<file path="src/rtl/lcd_show_char.sv">
// Glyph renderer: fetches one font ROM row per glyph line and emits one pixel write per bit.
// Each row costs 2 + COLS cycles plus one cycle per stalled pixel. wr_req holds coordinates and colour until wr_ack.
module lcd_show_char #(
  parameter int          H_RES    = 320,
  parameter int          V_RES    = 240,
  parameter logic [15:0] FG_COLOR = 16'hFFFF,
  parameter logic [15:0] BG_COLOR = 16'h0000
) (
  input  logic        sys_clk,
  input  logic        sys_rst,
  input  logic        show_char_flag,
  input  logic [6:0]  ascii_num,
  input  logic [8:0]  start_x,
  input  logic [8:0]  start_y,
  input  logic        en_size,
  output logic        font_sel,
  output logic [10:0] font_addr,
  input  logic [7:0]  font_data,
  output logic        wr_req,
  output logic [8:0]  wr_x,
  output logic [8:0]  wr_y,
  output logic [15:0] wr_color,
  input  logic        wr_ack,
  output logic        busy,
  output logic        show_char_done
);

  typedef enum logic [2:0] {
    S_IDLE  = 3'd0,
    S_FETCH = 3'd1,
    S_WAIT  = 3'd2,
    S_PIXEL = 3'd3,
    S_DONE  = 3'd4
  } state_t;

  localparam logic [9:0] LP_H_RES = 10'(H_RES);
  localparam logic [9:0] LP_V_RES = 10'(V_RES);

  state_t      r_state;
  state_t      w_next;
  logic [6:0]  r_code;
  logic [8:0]  r_x0;
  logic [8:0]  r_y0;
  logic        r_size;
  logic [3:0]  r_row;
  logic [2:0]  r_col;
  logic [7:0]  r_bits;

  logic        w_in_bounds;
  logic        w_adv;
  logic        w_last_col;
  logic        w_last_row;
  logic [10:0] w_addr12;
  logic [10:0] w_addr16;

  assign wr_x        = r_x0 + {6'd0, r_col};
  assign wr_y        = r_y0 + {5'd0, r_row};
  assign wr_color    = r_bits[3'd7 - r_col] ? FG_COLOR : BG_COLOR;
  assign w_in_bounds = ({1'b0, wr_x} < LP_H_RES) && ({1'b0, wr_y} < LP_V_RES);
  // Off-screen pixels still cost one cycle so the row timing is independent of clipping.
  assign w_adv       = (r_state == S_PIXEL) && (!w_in_bounds || wr_ack);
  assign w_last_col  = r_size ? (r_col == 3'd7) : (r_col == 3'd5);
  assign w_last_row  = r_size ? (r_row == 4'd15) : (r_row == 4'd11);

  // code*12 built as code*8 + code*4; the largest result (94*16+15) still fits in 11 bits.
  assign w_addr12  = {1'b0, r_code, 3'd0} + {2'd0, r_code, 2'd0} + {7'd0, r_row};
  assign w_addr16  = {r_code, 4'd0} + {7'd0, r_row};
  assign font_addr = r_size ? w_addr16 : w_addr12;
  assign font_sel  = r_size;

  always_ff @(posedge sys_clk) begin
    if (sys_rst) r_state <= S_IDLE;
    else         r_state <= w_next;
  end

  always_comb begin
    w_next         = r_state;
    wr_req         = 1'b0;
    busy           = 1'b1;
    show_char_done = 1'b0;
    case (r_state)
      S_IDLE: begin
        busy = 1'b0;
        if (show_char_flag) w_next = S_FETCH;
      end
      S_FETCH: w_next = S_WAIT;
      S_WAIT:  w_next = S_PIXEL;
      S_PIXEL: begin
        wr_req = w_in_bounds;
        if (w_adv && w_last_col) w_next = w_last_row ? S_DONE : S_FETCH;
      end
      S_DONE: begin
        show_char_done = 1'b1;
        w_next         = S_IDLE;
      end
      default: w_next = S_IDLE;
    endcase
  end

  always_ff @(posedge sys_clk) begin
    if (sys_rst) begin
      r_code <= 7'd0;
      r_x0   <= 9'd0;
      r_y0   <= 9'd0;
      r_size <= 1'b0;
      r_row  <= 4'd0;
      r_col  <= 3'd0;
      r_bits <= 8'd0;
    end else begin
      case (r_state)
        S_IDLE: begin
          if (show_char_flag) begin
            r_code <= (ascii_num > 7'd94) ? 7'd0 : ascii_num;
            r_x0   <= start_x;
            r_y0   <= start_y;
            r_size <= en_size;
            r_row  <= 4'd0;
            r_col  <= 3'd0;
          end
        end
        S_WAIT: r_bits <= font_data;
        S_PIXEL: begin
          if (w_adv) begin
            if (w_last_col) begin
              r_col <= 3'd0;
              if (!w_last_row) r_row <= r_row + 4'd1;
            end else begin
              r_col <= r_col + 3'd1;
            end
          end
        end
        default: ;
      endcase
    end
  end

endmodule
</file>
<file path="config.mk">
export PLATFORM = sky130hd
export DESIGN_NAME = lcd_show_char
export DESIGN_NICKNAME = d
export VERILOG_FILES = /design/src/rtl/lcd_show_char.sv
export SDC_FILE = /design/constraint.sdc
export NUM_CORES = 1
export LEC_CHECK = 0
export CORE_ASPECT_RATIO = 1.2
export CORE_MARGIN = 8
export CORE_UTILIZATION = 37
export CTS_CLUSTER_DIAMETER = 150
export CTS_CLUSTER_SIZE = 24
export DETAILED_ROUTE_END_ITERATION = 16
export GPL_TIMING_DRIVEN = 0
export PLACE_DENSITY = 0.66
export SYNTH_ARGS = -nofsm -noshare
export SYNTH_HDL_FRONTEND = slang
export SYNTH_SLANG_ARGS = --single-unit
</file>
<file path="constraint.sdc">
create_clock -name sys_clk -period 4.51 [get_ports sys_clk]
set_input_delay 1.353 -clock sys_clk [delete_from_list [all_inputs] [get_ports sys_clk]]
set_output_delay 1.353 -clock sys_clk [all_outputs]
set_load 0.1 [all_outputs]
</file>
==> flow_summary_export.csv, run 1 <==
group,metric,value,unit
status,outcome,"finished, final reports clean",
pwr,combPwrFrac,39.9,%
flow_run,max_cap_violations,0,
pwr,ir_worst_vdd,0.139,mV
routing,drt_wl_total,7950,um
routing,vias,2788,
synthesis,netlist_instances,364,
routing,ant_nets,0,
final_layout,drive_above_1_share,12.9,%
final_layout,area_delta_synth_final,35.4,%
synthesis,synth-seq-area-share,28.8,%
place,pre_cts_ws,-0.531,ns
floorplan,initial_utilization,37.9,%
setup_path,critPathLaunchType,"flop",
floorplan,io_pins,87,
synthesis,async_flop_share,0,%
global_routing,antenna_found_initial,0,
routing,drc,0,
floorplan,die_area,11400,um^2
cts,htree_levels,2,
synthesis,synth_seq_cells,44,
timing,finClkSkew,0.00669,ns
setup_path,cp_max_fo,6,
cts,clock_latency,0.30,ns
timing,slew_viol_final,0,
timing,post-route-period-util,97.1,%
global_routing,grtUsageTotal,14.2,%
synthesis,syn_avg_cell_area,8.40,um^2
place,hpwl,6460,um
pwr,clkPwrFrac,21.4,%
synthesis,yosys_warnings,0,
global_routing,grt_overflow,0,
floorplan,fp.coreArea,8060,um^2
place,port-buffer-count,85,
timing,fmax,0.228,GHz
global_routing,grt_max_degree,17,
cts,clock_sinks,44,
routing,wl_per_cell,14.4,um
pwr,seq_power_share,38.8,%
timing,setup-violations-final,0,
floorplan,die-width,99.0,um
final_layout,final_area,4140,um^2
timing,fin_ws,0.129,ns
synthesis,synth_area,3060,um^2
pwr,powerDensity,267,nW/um^2
hold_path,hp-class,"reg -> reg",
cts,cts_root_buf,"clkbuf_8",
cts,clk_pin_slew,0.08,ns
cts,cts_buffers,5,
synthesis,synth_fp_nets,430,
final_layout,nNetsFinal,522,
final_layout,antenna_cells,0,
setup_path,critPathKind,"reg -> out",
pwr,internal_power,0.646,mW
global_routing,grt_pass1_vias,2783,
synthesis,synth_edf_count,0,
timing,fin_hold_ws,0.464,ns
synthesis,synthDistinctLibCells,59,
pwr,switchingPower,0.462,mW
timing,setup_tns,0,ns
place,place_congestion,0.823,
setup_path,worstPathRequired,3.16,ns
synthesis,yosysMostFrequentCell,"nand2_1",
routing,drt_iter0_drc,208,
synthesis,yosysTopAreaCell,"dfxtp_1",
pwr,power.static_leakage,1.76,nW
timing,slew-limit-headroom,33.1,%
timing,timing.final.crit_period,4.38,ns
global_routing,grt_pass1_wl,13200,um
synthesis,synth_area_leaders,"dfxtp_1 (29%), ha_1 (9.8%), nand2_1 (7.2%), a21oi_1 (4.4%), buf_4 (4.4%)",
timing,rsz0062_at_grt,"false",
timing,hold_viol,0,
setup_path,end_kind,"primary output",
setup_path,arrival,3.03,ns
timing,tightest_slew,1.00,ns
synthesis,synth_top_area_share,28.8,%
place,dp.cells,544,
cts,cts_buffer_depth,2,
synthesis,ys.flop_type,"dfxtp_1",
cts,cts_tree,"built",
final_layout,stdcell_count,551,
routing,via_per_inst,5.06,
synthesis,synth_common_cells,"nand2_1 (59), dfxtp_1 (44), nor2_1 (28)",
floorplan,placement_rows,36,
cts,cts_setup_buffers,0,
pwr,switching_share,41.7,%
routing,firstDrtPassIters,4,
pwr,finalPower,1.11,mW
floorplan,fp.dieH,116,um
cts,postCtsHoldBufs,0,
final_layout,post-route-util,51.4,%
place,postPlaceCellArea,4050,um^2
==> layer usage <==
layer | track usage, % | up-vias | wire [um]
met5 | 0 | - | 0
met4 | 3.79 | 0 | 121
met3 | 4.69 | 11 | 610
met2 | 24.6 | 86 | 3810
met1 | 16.4 | 1261 | 3410
li1 | - | 1430 | -
==> cell usage in the layout, fill, tap and decap left out, drive strengths merged, types with 3 or more instances in the layout <==
cell type,count
clkdlybuf4s50,73
nand2,60
dfxtp,44
a21oi,30
nor2,28
buf,25
ha,24
inv,20
clkbuf,15
xnor2,13
o21ai,11
mux2i,10
nand3,9
nor2b,5
a31oi,5
a22oi,5
mux2,5
xor2,4
and3,4
o211ai,4
fa,4
dlygate4sd2,4
a21o,4
and2,3
nand2b,3
nand3b,3
clkdlybuf4s15,3
a21boi,3
o31ai,3
nand4,3
==> sequential cells by signal, indices dropped and copies added, names as in the netlist <==
register,count
r_col,3
r_x0,9
r_bits,8
r_code,7
r_y0,9
r_state,3
r_row,4
font_sel,1
==> final timing paths <==
| check | start | end | slack (ns) | depth (start not counted) |
|---|---|---|---|---|
| setup / recovery | r_row[3]$_SDFFE_PP0P_ | font_addr[8] | 0.13 | 9 |
| hold / removal | r_x0[0]$_SDFFE_PP0P_ | r_x0[0]$_SDFFE_PP0P_ | 0.46 | 2 |
| setup reg to reg | r_row[0]$_SDFFE_PP0P_ | r_col[0]$_SDFFE_PP0P_ | 1.74 | 9 |
| hold reg to reg | r_x0[0]$_SDFFE_PP0P_ | r_x0[0]$_SDFFE_PP0P_ | 0.46 | 2 |
==> power groups by stage <==
| stage | logic (mW) | clock network (mW) | registers [mW] |
|---|---|---|---|
| after floorplan | 0.328 | 0 | 0.438 |
| after global placement | 0.443 | 0 | 0.438 |
| after detailed placement | 0.447 | 0 | 0.439 |
| after CTS | 0.444 | 0.246 | 0.430 |
| after global routing | 0.466 | 0.264 | 0.433 |
| final | 0.442 | 0.236 | 0.430 |
==> layout make-up <==
class / count / area (um^2)
sequential: 44 / 882
tap: 95 / 119
buffer: 31 / 193
clock inverter: 1 / 5.00
multi-input combinational: 269 / 1940
clock buffer: 6 / 72.6
inverter: 20 / 75.1
timing repair buffer: 85 / 856
fill: 787 / 3920
==> cell families (layout without fill, tap and decap cells) <==
kind of cell               after synthesis  count (layout)  synth area share, %
DFF                                     44              44                 28.8
muxes                                   17              17                 6.83
xor gates and xnor gates                17              17                 4.87
and+or+nand+nor                        130             130                 20.3
buffers and inverters                   51             143                 8.75
adders and majority gates               28              28                 12.4
AOI/OAI and AO/OA                       77              77                 18.0
==> worst max-delay path, stage by stage, from the launching register on <==
cell and delay (ns):
dfxtp_1 0.48, fa_1 0.48, ha_1 0.22, a21o_1 0.18
a21oi_1 0.21, o21ai_0 0.13, a21o_1 0.22, xnor2_1 0.12
o21ai_1 0.11, clkdlybuf4s15_2 0.57
==> what timing repair did <==
action	in CTS	in global routing
pin swaps	0	0
endpoints found under the setup margin	10	5
gates resized for setup	28	11
cloned	0	0
No activity file was read; power rests on OpenSTA's default activity.
==> run 2: changes to the inputs <==
==> constraint.sdc (replaced) <==
create_clock -name sys_clk -period 4.1 [get_ports sys_clk]
set_input_delay 1.23 -clock sys_clk [delete_from_list [all_inputs] [get_ports sys_clk]]
set_output_delay 1.23 -clock sys_clk [all_outputs]
set_load 0.1 [all_outputs]
==> run 2 against run 1 <==
Compared with the run above:
- the run now ends with negative setup slack left
- worst setup slack got worse by 0.14 ns
- largest power group unchanged
- sequential power rose by 10%
- register-to-register slack got worse by 0.45 ns
- non-clock buffer count rose by 3
- first-iteration DRC count fell by 37%
- critical endpoint is now font_addr[9]
- cell count rose by 0.54%
- critical path depth rose by 2
- critical path type unchanged
- global-route usage fell by 0.43 points
- utilization rose by 0.98 points
- clock-buffer cell count did not move
- design area rose by 1.9%
==> flow_summary_export.csv, run 2 (synthesis results as in run 1) <==
group,metric,value,unit
setup_path,end_kind,"primary output",
setup_path,r2r_end,"r_col[0]$_SDFFE_PP0P_",
routing,drc,0,
timing,hold_viol,0,
final_layout,nNetsFinal,525,
setup_path,cp_max_fo,4,
floorplan,placement_rows,36,
global_routing,grt_pass1_vias,2716,
cts,clk_pin_slew,0.09,ns
global_routing,grt_overflow,0,
routing,drt_wl_total,8150,um
timing,tightest_slew,0.989,ns
floorplan,fp.dieH,116,um
cts,clock_latency,0.30,ns
setup_path,rr_worst_depth,10,
pwr,powerDensity,291,nW/um^2
timing,fmax,0.243,GHz
status,outcome,"finished, violations left",
setup_path,critPathKind,"reg -> out",
cts,htree_levels,2,
timing,slew_viol_final,0,
final_layout,layout_common_cells,"nand2_1 (59), clkdlybuf4s50_1 (49), dfxtp_1 (40)",
cts,cts_buffer_depth,2,
floorplan,die_area,11400,um^2
final_layout,drive_above_1_share,17.9,%
timing,setup-violations-final,1,
hold_path,holdPathStages,2,
pwr,power.static_leakage,1.95,nW
cts,cts_tree,"built",
floorplan,fp.coreArea,8060,um^2
flow_run,max_cap_violations,0,
place,port-buffer-count,85,
setup_path,critPathLaunchType,"flop",
hold_path,worstHoldStart,"r_y0[0]$_SDFFE_PP0P_",
timing,finClkSkew,0.00799,ns
timing,slew-limit-headroom,33.9,%
status,violations,"negative setup slack",
final_layout,layout_commonest_cell,"nand2_1",
final_layout,reg_top3,"r_x0: 9 flops, r_y0: 9 flops, r_bits: 8 flops",
timing,setup_tns,-0.00825,ns
setup_path,startpoint,"r_code[0]$_SDFFE_PP0P_",
final_layout,nFillCells,796,
routing,firstDrtPassIters,4,
final_layout,area_delta_synth_final,38.0,%
routing,vias,2811,
global_routing,antenna_found_initial,0,
timing,fin_hold_ws,0.470,ns
final_layout,multi_input_comb_area,2010,um^2
global_routing,grt_pass1_wl,12900,um
setup_path,worstPathRequired,2.87,ns
routing,via_per_inst,5.07,
setup_path,regToRegStartpoint,"r_row[0]$_SDFFE_PP0P_",
cts,cts_root_buf,"clkbuf_8",
final_layout,seqCellArea,888,um^2
place,hpwl,6470,um
floorplan,io_pins,87,
timing,fin_ws,-0.00825,ns
routing,wl_per_cell,14.7,um
routing,drt_iter0_drc,132,
hold_path,hp-class,"reg -> reg",
global_routing,grtUsageTotal,13.8,%
final_layout,antenna_cells,0,
timing,rsz0062_at_grt,"true",
cts,cts_buffers,5,
place,place_congestion,0.830,
floorplan,die-width,99.0,um
cts,clock_sinks,44,
global_routing,grt_max_degree,17,
pwr,ir_worst_vdd,0.146,mV
timing,post-route-period-util,100,%
timing,timing.final.crit_period,4.11,ns
routing,ant_nets,0,
setup_path,rrSetupSlack,1.29,ns
setup_path,endpoint,"font_addr[9]",
setup_path,arrival,2.88,ns
floorplan,initial_utilization,37.9,%
run 2: cell count changes in the layout (fill, tap and decap cells not counted), moves of 3 or more:
cell | before | now
o21ai_1 | 6 | 2
dlygate4sd2_1 | 4 | 19
clkdlybuf4s50_1 | 73 | 49
o21ai_2 | 1 | 5
dlymetal6s2s_1 | 2 | 6
dfxtp_1 | 43 | 40
buf_4 | 18 | 21
run 2: how the worst min path moves through the flow:
| stage | to | slack [ns] |
|---|---|---|
| floorplan | r_y0[0]$_SDFFE_PP0P_ | 0.44 |
| global placement | r_y0[0]$_SDFFE_PP0P_ | 0.45 |
| detailed placement | r_y0[0]$_SDFFE_PP0P_ | 0.46 |
| CTS | r_y0[2]$_SDFFE_PP0P_ | 0.47 |
| global route | r_y0[0]$_SDFFE_PP0P_ | 0.50 |
| finish | r_y0[0]$_SDFFE_PP0P_ | 0.47 |
run 2: metrics by stage:
stage          worst slack [ns]  area, um^2  total power, mW  std cells  utilization (%)
4_1_cts                  -0.103        4170             1.23        552             51.7
5_1_grt                  -0.108        4220             1.29        554             52.3
2_1_floorplan            -0.109        3140            0.849        364                -
6_report               -0.00825        4220             1.23        554             52.3
3_3_place_gp             -0.722        4110            0.975        544             50.9
3_5_place_dp             -0.751        4110            0.980        544             50.9
run 2: area by class of cell:
cell class | count | area share [%]
plain buffers | 31 | 4.57
flip-flops and latches | 44 | 21.0
clock buffers | 6 | 1.72
inverters | 20 | 1.78
multi-input cells | 269 | 47.6
repair buffers | 88 | 20.4
well taps | 95 | 2.82
clock inverters | 1 | 0.119
run 2: timing repair:
action / in CTS / in global routing
setup endpoints to repair: 30 / 14
hold buffers: 0 / 0
pin swaps: 1 / 6
buffers inserted: 1 / 2
gates resized for setup: 68 / 20
cloned: 0 / 0
run 2: critical path, cell delays in order (launching register included):
cell and delay, ns:
dfxtp_2 0.35, fa_1 0.55, ha_2 0.18, inv_1 0.05, fa_2 0.35, nor2b_2 0.13, o21ai_2 0.08, a21boi_2 0.20
o21ai_1 0.10, nor3b_2 0.17, o31ai_4 0.21, buf_12 0.21
run 2: layer usage:
layer	vias up	track usage, %	share of wire, %
li1	1435	-	-
met1	1288	16.4	45
met5	-	0	0
met3	9	3.67	6.8
met4	0	3.90	0.91
met2	79	23.8	47
run 2: report_power, final:
part	leakage [nW]	total, mW	internal, mW	switching, mW
clock network	0.0410	0.266	0.116	0.150
registers	0.361	0.473	0.449	0.0240
logic	1.55	0.488	0.143	0.345
total	1.95	1.23	0.708	0.519
==> run 3: changes to the inputs <==
--- a/config.mk
+++ b/config.mk
@@ -7,12 +7,12 @@
 export LEC_CHECK = 0
 export CORE_ASPECT_RATIO = 1.2
 export CORE_MARGIN = 8
-export CORE_UTILIZATION = 37
+export CORE_UTILIZATION = 40
 export CTS_CLUSTER_DIAMETER = 150
 export CTS_CLUSTER_SIZE = 24
 export DETAILED_ROUTE_END_ITERATION = 16
 export GPL_TIMING_DRIVEN = 0
-export PLACE_DENSITY = 0.66
+export PLACE_DENSITY = 0.7
 export SYNTH_ARGS = -nofsm -noshare
 export SYNTH_HDL_FRONTEND = slang
 export SYNTH_SLANG_ARGS = --single-unit
==> run 3 against run 2 <==
Compared with the run above:
- the run still ends with negative setup slack left
- die area shrank 6.4%
- first-iteration DRC count shrank 23%
- via count grew 0.64%
- non-clock buffer count is the same
- routed wire length shrank 0.97%
- cell count shrank 0.54%
- clock skew is essentially flat
- design area shrank 0.42%
- sequential power is essentially flat
- clock-buffer cell count is the same
- critical path depth is the same
- sequential share of layout area grew 0.12 points
- largest cell class unchanged
- highest routed layer unchanged
==> flow_summary_export.csv, run 3 (synthesis results as in run 1) <==
group,metric,value,unit
cts,clock_latency,0.29,ns
final_layout,final_area,4200,um^2
pwr,finalPower,1.21,mW
floorplan,die_area,10700,um^2
global_routing,grt_max_degree,17,
timing,fmax,0.242,GHz
setup_path,end_kind,"primary output",
pwr,combPwrFrac,40.0,%
floorplan,fp.dieH,112,um
final_layout,seqCellArea,890,um^2
place,dp.cells,541,
routing,drt_iter0_drc,101,
cts,postCtsHoldBufs,0,
final_layout,layout_commonest_cell,"nand2_1",
status,violations,"negative setup slack",
setup_path,critPathMostFrequentCell,"o21ai_2",
final_layout,area_delta_synth_final,37.4,%
setup_path,critPathKind,"reg -> out",
routing,vias,2829,
floorplan,io_pins,87,
place,place_congestion,0.885,
routing,drc,0,
floorplan,initial_utilization,40.6,%
timing,slew_viol_final,0,
routing,ant_nets,0,
global_routing,grt_pass1_vias,2879,
cts,clk_pin_slew,0.08,ns
timing,setup-violations-final,1,
floorplan,die-width,95.8,um
setup_path,cpLargestDelayFamily,"adder cells",
place,port-buffer-count,85,
timing,post-route-period-util,101,%
pwr,switching_share,41.7,%
final_layout,antenna_cells,0,
timing,finClkSkew,0.00772,ns
final_layout,drive_above_1_share,17.6,%
cts,cts_root_buf,"clkbuf_8",
global_routing,antenna_found_initial,0,
routing,drt_wl_total,8070,um
setup_path,critPathLaunchType,"flop",
timing,hold_viol,0,
floorplan,placement_rows,35,
setup_path,slowest_delay,0.54,ns
timing,setup_tns,-0.0266,ns
cts,htree_levels,2,
final_layout,nFillCells,730,
timing,timing.final.crit_period,4.13,ns
cts,cts_buffers,5,
routing,via_per_inst,5.13,
global_routing,grt_overflow,0,
final_layout,layout_common_cells,"nand2_1 (59), clkdlybuf4s50_1 (48), dfxtp_1 (41)",
final_layout,reg_top3,"r_x0: 9 flops, r_y0: 9 flops, r_bits: 8 flops",
setup_path,worstPathRequired,2.87,ns
pwr,powerDensity,288,nW/um^2
pwr,ir_worst_vdd,0.164,mV
floorplan,fp.coreArea,7530,um^2
cts,cts_tree,"built",
setup_path,cp_cell_sequence,"fa_1 -> ha_2 -> inv_1 -> fa_2 -> nor2b_2 -> o21ai_2 -> a21boi_2 -> o21ai_2 -> nor3b_2 -> o31ai_4 -> buf_12",
timing,tightest_slew,0.985,ns
flow_run,max_cap_violations,0,
final_layout,stdcell_count,551,
final_layout,multi_input_comb_area,2000,um^2
setup_path,cp_slowest_cell,"fa_1",
setup_path,rrSetupSlack,1.27,ns
pwr,internal_power,0.706,mW
pwr,clkPwrFrac,21.0,%
setup_path,critPathBufInv,2,
global_routing,grt_pass1_wl,13100,um
place,hpwl,6580,um
routing,firstDrtPassIters,4,
hold_path,hp-class,"reg -> reg",
pwr,seq_power_share,39.0,%
routing,wl_per_cell,14.7,um
cts,clock_sinks,44,
status,outcome,"finished, violations left",
global_routing,grtUsageTotal,15.1,%
timing,slew-limit-headroom,34.1,%
pwr,power.static_leakage,1.95,nW
setup_path,cp_max_fo,4,
setup_path,arrival,2.90,ns
timing,rsz0062_at_grt,"true",
final_layout,nNetsFinal,525,
place,postPlaceCellArea,4100,um^2
cts,cts_buffer_depth,2,
timing,fin_ws,-0.0266,ns
pwr,switchingPower,0.505,mW
## run 3: tightest hold or removal path, stage by stage (launching register included)
cell	delay (ns)
dfxtp_1	0.32
nand2_1	0.05
a21oi_1	0.05
## run 3: area by class of cell
| cell class | instances | area share [%] |
|---|---|---|
| buffer | 31 | 4.58 |
| clock inverter | 1 | 0.119 |
| sequential | 44 | 21.2 |
| inverter | 20 | 1.79 |
| clock buffer | 6 | 1.73 |
| timing repair buffer | 88 | 20.2 |
| tap | 92 | 2.74 |
| multi-input combinational | 269 | 47.6 |
## run 3: stage by stage
| stage | worst slack [ns] | hold WS (ns) | util, % |
|---|---|---|---|
| after floorplan | -0.109 | 0.440 | - |
| after global placement | -0.720 | 0.451 | 54.5 |
| after detailed placement | -0.775 | 0.458 | 54.5 |
| after CTS | -0.109 | 0.471 | 55.4 |
| after global routing | -0.142 | 0.491 | 55.8 |
| final | -0.0266 | 0.469 | 55.8 |
## run 3: path summary, 6_finish.rpt
check / from / endpoint / cells after the start
worst max-delay path: r_code[0]$_SDFFE_PP0P_ / font_addr[9] / 11
worst min-delay path: r_y0[0]$_SDFFE_PP0P_ / r_y0[0]$_SDFFE_PP0P_ / 2
worst max register to register: r_row[0]$_SDFFE_PP0P_ / r_col[0]$_SDFFE_PP0P_ / 10
worst min register to register: r_y0[0]$_SDFFE_PP0P_ / r_y0[0]$_SDFFE_PP0P_ / 2
## run 3: power by group through the flow
stage / registers [mW] / clock network [mW] / logic [mW]
2_1_floorplan: 0.482 / 0 / 0.366
4_1_cts: 0.473 / 0.262 / 0.489
6_report: 0.472 / 0.254 / 0.485
3_5_place_dp: 0.484 / 0 / 0.496
5_1_grt: 0.477 / 0.280 / 0.511
3_3_place_gp: 0.482 / 0 / 0.492
## run 3: metal layers
layer	wire [um]	track usage, %
met1	3390	17.3
met2	3900	25.8
met3	611	4.04
met4	176	5.55
met5	0	0
## run 3: what timing repair did
action	4_1_cts	5_1_grt
endpoints found under the setup margin	31	15
gates resized for setup	68	21
pin swaps	3	5
buffers inserted	2	1
gates cloned	0	0
